<file path="src/rtl/collective_instr_gen.sv">
// collective_instr_gen: expands one host flit into 1..MaxFanout routed collective flits
// (uptree, broadcast, ring, recursive doubling). Optional INSTR_STATS_EN adds saturating counters.
module collective_instr_gen #(
   parameter int unsigned FlitWidth     = 73,
   parameter int unsigned LgNumProcs    = 3,
   parameter int unsigned CommTableSize = 4,
   parameter int unsigned MaxFanout     = 3,
   parameter int unsigned ChildrenWidth = 3,
   parameter int unsigned RootRank      = 0,
   parameter int unsigned AddrWidth     = (LgNumProcs > $clog2(CommTableSize)) ? LgNumProcs
                                                                                 : $clog2(CommTableSize),
   parameter int unsigned CfgWidth      = 9*MaxFanout+16
) (
   input  logic                               clk,
   input  logic                               rst,
   input  logic                               in_valid,
   output logic                               in_ready,
   input  logic [FlitWidth-1:0]               packetIn,
   output logic                               out_valid,
   input  logic                               out_ready,
   output logic [FlitWidth+ChildrenWidth-1:0] packetOut,
   input  logic                               cfg_we,
   input  logic                               cfg_sel,
   input  logic [AddrWidth-1:0]               cfg_addr,
   input  logic [CfgWidth-1:0]                cfg_wdata,
   output logic                               busy,
   output logic                               err_ctx
`ifdef INSTR_STATS_EN
  ,output logic [15:0]                        stat_in,
   output logic [15:0]                        stat_out,
   output logic [15:0]                        stat_drop
`endif
);

   localparam int unsigned NumProcs = 1 << LgNumProcs;
   localparam int unsigned CtxW     = (CommTableSize > 1) ? $clog2(CommTableSize) : 1;
   localparam int unsigned IdxW     = $clog2(MaxFanout+1);
   localparam int unsigned OutW     = FlitWidth + ChildrenWidth;
   localparam logic [LgNumProcs-1:0] RootIdx = LgNumProcs'(RootRank);

   typedef enum logic [1:0] {S_IDLE, S_LOOKUP, S_EMIT} state_t;

   state_t                r_state;
   logic [FlitWidth-1:0]  r_flit;
   logic [IdxW-1:0]       r_idx;
   logic [IdxW-1:0]       r_count;
   logic [8:0]            r_rank [NumProcs];
   logic [CfgWidth-1:0]   r_comm [CommTableSize];

   logic [7:0]            w_ctx;
   logic                  w_ctx_ok;
   logic [CfgWidth-1:0]   w_entry;
   logic [8:0]            w_local;
   logic [2:0]            w_children;
   logic [3:0]            w_lg;
   logic [3:0]            w_tag;
   logic [1:0]            w_alg;
   logic [8:0]            w_slot0;
   logic [8:0]            w_ring_last;
   logic [8:0]            w_partner;
   logic [8:0]            w_nslot;
   logic [IdxW-1:0]       w_nidx;
   logic [IdxW-1:0]       w_count;
   logic                  w_drop;
   logic [8:0]            w_dst0;
   logic [ChildrenWidth-1:0] w_ch0;
   logic [ChildrenWidth-1:0] w_nch;

   assign in_ready = (r_state == S_IDLE) && !cfg_we;
   assign busy     = (r_state != S_IDLE);

   assign w_ctx       = r_flit[53:46];
   assign w_ctx_ok    = 32'(w_ctx) < CommTableSize;
   assign w_entry     = w_ctx_ok ? r_comm[w_ctx[CtxW-1:0]] : '0;
   assign w_local     = w_entry[CfgWidth-1 -: 9];
   assign w_children  = w_entry[CfgWidth-10 -: 3];
   assign w_lg        = w_entry[CfgWidth-13 -: 4];
   assign w_slot0     = w_entry[8:0];
   assign w_alg       = r_flit[37:36];
   assign w_tag       = r_flit[41:38];
   assign w_ring_last = (9'd1 << w_lg) - 9'd1;
   assign w_partner   = w_local ^ (9'd1 << w_tag);
   assign w_nidx      = r_idx + 1'b1;
   assign w_nch       = ChildrenWidth'(32'(r_count) - 32'(r_idx) - 32'd2);

   always_comb begin
      w_count = IdxW'(1);
      w_dst0  = r_rank[w_slot0[LgNumProcs-1:0]];
      w_ch0   = '0;
      w_drop  = !w_ctx_ok || (w_lg == 4'd0);
      case (w_alg)
         2'd0: begin
            if (32'(w_local) == RootRank) w_dst0 = r_rank[w_local[LgNumProcs-1:0]];
            w_ch0 = ChildrenWidth'(w_children);
         end
         2'd1: begin
            w_count = (32'(w_children) > MaxFanout) ? IdxW'(MaxFanout) : IdxW'(w_children);
            w_ch0   = ChildrenWidth'(w_count - 1'b1);
         end
         2'd2: begin
            if (w_local == w_ring_last) w_dst0 = r_rank[RootIdx];
         end
         default: begin
            w_dst0 = r_rank[w_partner[LgNumProcs-1:0]];
            if (w_tag >= w_lg) w_drop = 1'b1;
         end
      endcase
   end

   // Only broadcast emits more than one flit; its next destination comes from slot idx+1.
   always_comb begin
      w_nslot = w_slot0;
      for (int unsigned k = 0; k < MaxFanout; k++)
         if (32'(w_nidx) == k) w_nslot = w_entry[9*k +: 9];
   end

   function automatic logic [OutW-1:0] f_build(input logic [FlitWidth-1:0]     flit,
                                               input logic [8:0]               dst,
                                               input logic [ChildrenWidth-1:0] ch);
      logic [FlitWidth-1:0] f;
      f                  = flit;
      f[FlitWidth-1]     = 1'b1;
      f[FlitWidth-2 -: 9] = dst;
      return {ch, f};
   endfunction

   always_ff @(posedge clk or negedge rst) begin
      if (!rst) begin
         r_state   <= S_IDLE;
         r_flit    <= '0;
         r_idx     <= '0;
         r_count   <= '0;
         out_valid <= 1'b0;
         packetOut <= '0;
         err_ctx   <= 1'b0;
         for (int unsigned i = 0; i < NumProcs; i++)      r_rank[i] <= '0;
         for (int unsigned i = 0; i < CommTableSize; i++) r_comm[i] <= '0;
      end else begin
         err_ctx <= 1'b0;
         if (cfg_we && r_state == S_IDLE) begin
            if (!cfg_sel)
               r_rank[cfg_addr[LgNumProcs-1:0]] <= cfg_wdata[8:0];
            else if (32'(cfg_addr) < CommTableSize)
               r_comm[cfg_addr[CtxW-1:0]] <= cfg_wdata;
         end
         case (r_state)
            S_IDLE: begin
               if (in_valid && !cfg_we) begin
                  r_flit  <= packetIn;
                  r_state <= S_LOOKUP;
               end
            end
            S_LOOKUP: begin
               if (w_drop) begin
                  err_ctx <= 1'b1;
                  r_state <= S_IDLE;
               end else if (w_count == '0) begin
                  r_state <= S_IDLE;
               end else begin
                  packetOut <= f_build(r_flit, w_dst0, w_ch0);
                  out_valid <= 1'b1;
                  r_count   <= w_count;
                  r_idx     <= '0;
                  r_state   <= S_EMIT;
               end
            end
            default: begin
               if (out_ready) begin
                  if (r_idx == r_count - 1'b1) begin
                     out_valid <= 1'b0;
                     r_idx     <= '0;
                     r_state   <= S_IDLE;
                  end else begin
                     r_idx     <= w_nidx;
                     packetOut <= f_build(r_flit, r_rank[w_nslot[LgNumProcs-1:0]], w_nch);
                  end
               end
            end
         endcase
      end
   end

`ifdef INSTR_STATS_EN
   logic [15:0] r_stat_in, r_stat_out, r_stat_drop;

   always_ff @(posedge clk or negedge rst) begin
      if (!rst) begin
         r_stat_in   <= '0;
         r_stat_out  <= '0;
         r_stat_drop <= '0;
      end else begin
         if (in_valid && in_ready && r_stat_in != '1)           r_stat_in   <= r_stat_in + 16'd1;
         if (out_valid && out_ready && r_stat_out != '1)        r_stat_out  <= r_stat_out + 16'd1;
         if (r_state == S_LOOKUP && w_drop && r_stat_drop != '1) r_stat_drop <= r_stat_drop + 16'd1;
      end
   end

   assign stat_in   = r_stat_in;
   assign stat_out  = r_stat_out;
   assign stat_drop = r_stat_drop;
`endif

endmodule

</file>
<file path="config.mk">
export PLATFORM = sky130hd
export DESIGN_NAME = collective_instr_gen
export DESIGN_NICKNAME = d
export VERILOG_FILES = /design/src/rtl/collective_instr_gen.sv
export SDC_FILE = /design/constraint.sdc
export NUM_CORES = 1
export LEC_CHECK = 0
export ABC_AREA = 1
export ABC_CLOCK_PERIOD_IN_PS = 4800
export CAP_MARGIN = 25
export CORE_MARGIN = 2
export CORE_UTILIZATION = 45
export CTS_CLUSTER_SIZE = 30
export DETAILED_ROUTE_END_ITERATION = 6
export PLACE_DENSITY = 0.72
export SYNTH_ARGS = -nofsm -noshare
export SYNTH_HDL_FRONTEND = slang
export SYNTH_SLANG_ARGS = --single-unit
</file>
<file path="constraint.sdc">
create_clock -name clk -period 4.8 [get_ports clk]
set_clock_uncertainty 0.1 [all_clocks]
set_input_delay 0.96 -clock clk [delete_from_list [all_inputs] [get_ports clk]]
set_output_delay 0.96 -clock clk [all_outputs]
set_load 0.005 [all_outputs]
</file>
==> results.ini <==
[run_status]
outcome=completed

[logic_synthesis]
synth_common_cells=515 x nand2_1, 319 x dfrtp_1, 186 x o21ai_0, 172 x inv_1, 143 x nor2_1
yosysSeqAreaShare_pct=48.0
syn_area_um2=16600
synth_cells=2016
avgSynthCellArea_um2=8.25
synth_top_cell_by_area=dfrtp_1
synth_enable_flop_cells=0
synth_most_common_cell=nand2_1
synth_top_area_share_pct=48.0
synthDistinctLibCells=48
synth_ff_type=dfrtp_1
synth-async-reset-ratio_pct=100
synth-seq-cells=319
yosys_warnings=0
syn-num-nets=2152
synth_area_leaders=dfrtp_1 48%, nand2_1 12%, mux2_2 6.0%

[clock_tree]
ctsHoldBuffers=0
cts_tree=yes
postCtsSetupBuffers=0
clockBufferDepth=3
cts_max_level=2
cts-root-buf=clkbuf_16
clk_latency_ns=0.56
ctsResizeCount=0
cts.sinks=319
cts_made_buffers=37
cts.clk_slew.worst_paths_ns=0.06

[timing]
tns_ns=0
drv_slew=0
timing.final.crit_share_pct=84.5
setup_violations=0
finalCriticalPeriod_ns=4.05
worst_pin_slew_ns=1.02
hold_viol_final=0
grt_setup_unrepaired=no
max-slew-margin-rel_pct=31.2
fin_ws_ns=0.746
fmax_ghz=0.247

[worst_setup_path]
crit_arrival_ns=4.44
critPathLaunch=r_flit[46]$_DFFE_PN0P_
path_max_fanout=53
r2r_start=r_flit[46]$_DFFE_PN0P_
start_kind=flip-flop
crit_buf_inv=2
criticalPathCategory=reg -> reg
path_common_cell=nand2_1
path_delay_family=simple AND/OR/NAND/NOR gates
critical_path_required_ns=5.18
slowest_stage=dfrtp_2
crit_chain=buf_4 -> nand2_1 -> nand3_1 -> nand2_1 -> nand2_2 -> nand2_4 -> nor2_4 -> inv_2 -> ha_1 -> nand3b_1 -> nand2_1 -> nand3_1 -> nor2_1 -> nand3_2 -> nor3_4 -> nand3_4 -> nand2_1 -> nand3_1 -> nand3_1 -> nand2_1 -> nand2_1
critPathMaxStageDelay_ns=0.61
crit_path_end_kind=flip-flop

[global_route]
antenna_found_initial=1
grt_usage_pct=24.8
grt-ovfl-total=0
grt_max_degree=112
grt_pass1_vias=14431
grt_pass1_wl_um=75800

[pwr]
p_comb_share_pct=39.4
seqPwrFrac_pct=37.5
swShare_pct=37.7
ir_drop_v=0.000385
p_leak_nw=9.40
clockPowerShare_pct=23.2
pwr_density_cell_nw_per_um2=625
switchingPower_mw=4.75
p_int_mw=7.85

[placement]
place_congestion=0.916
placed_area_um2=18800
io_buffers=182
place_hpwl_um=31300
dp_slack_ns=0.861

[routing]
wl_per_cell_um=17.8
via_count=14666
wirelength_um=47200
ant_nets=0
viasPerCell=5.53
dr.pass1.iters=6
drc=0
drt-initial-drc-count=1363

[final_layout]
finalNetCount=2294
drive_gt1_share_pct=11.8
final_area_um2=20100
syn_to_final_growth_pct=21.1

[floorplanning]
pin_count=205
die_y_um=196
start_util_pct=45.5
die_w_um=196
dieArea_um2=38500
core_um2=36500
rows=70

[hold_path]
min_path_type=reg -> reg
min-delay-start=r_flit[14]$_DFFE_PN0P_

[run]
maxCapViolCount=0

[registers in the layout, summed over array words and instances, names as in the netlist]
name       flops
err_ctx        1
out_valid      1
packetOut     76
r_comm       100
r_count        2
r_flit        63
r_idx          2
r_rank        72
r_state        2
[metrics by stage]
| step | hold slack (ns) | utilization [%] | power (mW) | instances |
|---|---|---|---|---|
| finish | 0.366 | 55.1 | 12.6 | 2652 |
| global placement | 0.350 | 51.5 | 9.42 | 2585 |
| detailed placement | 0.355 | 51.5 | 9.64 | 2585 |
| CTS | 0.368 | 55.0 | 12.6 | 2649 |
| floorplan | 0.343 | - | 7.84 | 2016 |
| global route | 0.391 | 55.1 | 13.5 | 2652 |
[final timing paths]
| path | slack (ns) | cells past startpoint | endpoint |
|---|---|---|---|
| setup / recovery | 0.75 | 21 | packetOut[63]$_DFFE_PN0P_ |
| hold reg to reg | 0.37 | 2 | packetOut[14]$_DFFE_PN0P_ |
| setup reg to reg | 0.75 | 21 | packetOut[63]$_DFFE_PN0P_ |
| max in group asynchronous | 3.25 | 2 | r_comm[71]$_DFFE_PN0P_ |
| min in group asynchronous | 0.40 | 1 | r_rank[35]$_DFFE_PN0P_ |
| hold / removal | 0.37 | 2 | packetOut[14]$_DFFE_PN0P_ |
[layout by cell type (no fill, tap or decap), types with 4 or more instances in the layout]
cell type        instances
a21oi_1                124
a31oi_1                  7
buf_4                   29
clkbuf_1                 6
clkbuf_16               38
clkbuf_8                10
clkdlybuf4s50_1        181
clkinv_2                 4
dfrtp_1                318
ha_1                    11
inv_1                  172
inv_2                   13
mux2_2                  89
nand2_1                514
nand2_2                 13
nand2_4                  8
nand3_1                112
nand3_2                  8
nand4_1                 17
nor2_1                 138
nor2_2                  11
o211ai_1                80
o21ai_0                186
o21ai_1                 25
o221ai_1                12
o22ai_1                  5
xnor2_1                  4
[power by group through the flow]
stage	Clock [mW]	Combinational [mW]	Sequential, mW
after global routing	3.09	5.56	4.87
final	2.92	4.96	4.72
after detailed placement	0	4.90	4.74
after global placement	0	4.74	4.67
after CTS	2.98	4.93	4.70
after floorplan	0	3.27	4.57
[layout make-up]
type	count	area, um2
Inverter	188	711
Clock buffer	54	1110
Sequential cell	319	7980
Antenna cell	1	2.50
Fill cell	3297	16400
Clock inverter	10	154
Timing Repair Buffer	216	2160
Multi-Input combinational cell	1396	7430
Tap cell	468	586
[kinds of logic after synthesis]
family | Yosys count | share of synthesized area [%]
XOR/XNOR | 7 | 0.369
adder cells (fa/ha/maj) | 11 | 0.828
flip-flops | 319 | 48.0
AO/OA/AOI/OAI | 452 | 15.7
multiplexers | 89 | 6.03
AND/OR/NAND/NOR | 837 | 21.5
buffers and inverters | 301 | 7.61
[worst register-to-register path: stages (launching register included)]
cell and delay, ns:
dfrtp_2 0.61, buf_4 0.54, nand2_1 0.13, nand3_1 0.10, nand2_1 0.09, nand2_2 0.12, nand2_4 0.09, nor2_4 0.14
inv_2 0.06, ha_1 0.30, nand3b_1 0.16, nand2_1 0.09, nand3_1 0.07, nor2_1 0.13, nand3_2 0.09, nor3_4 0.50
nand3_4 0.27, nand2_1 0.12, nand3_1 0.07, nand3_1 0.10, nand2_1 0.06, nand2_1 0.05
[metal layers]
layer  routed length [um]  vias up  global-route usage, %
met5                    0        -                      0
met4                 1890        0                   10.6
met3                 3000      130                   4.47
met2                23100      562                   41.5
met1                19200     7009                   31.7
li1                     -     6965                      -
Note: power is estimated with default switching activity, not from simulation.
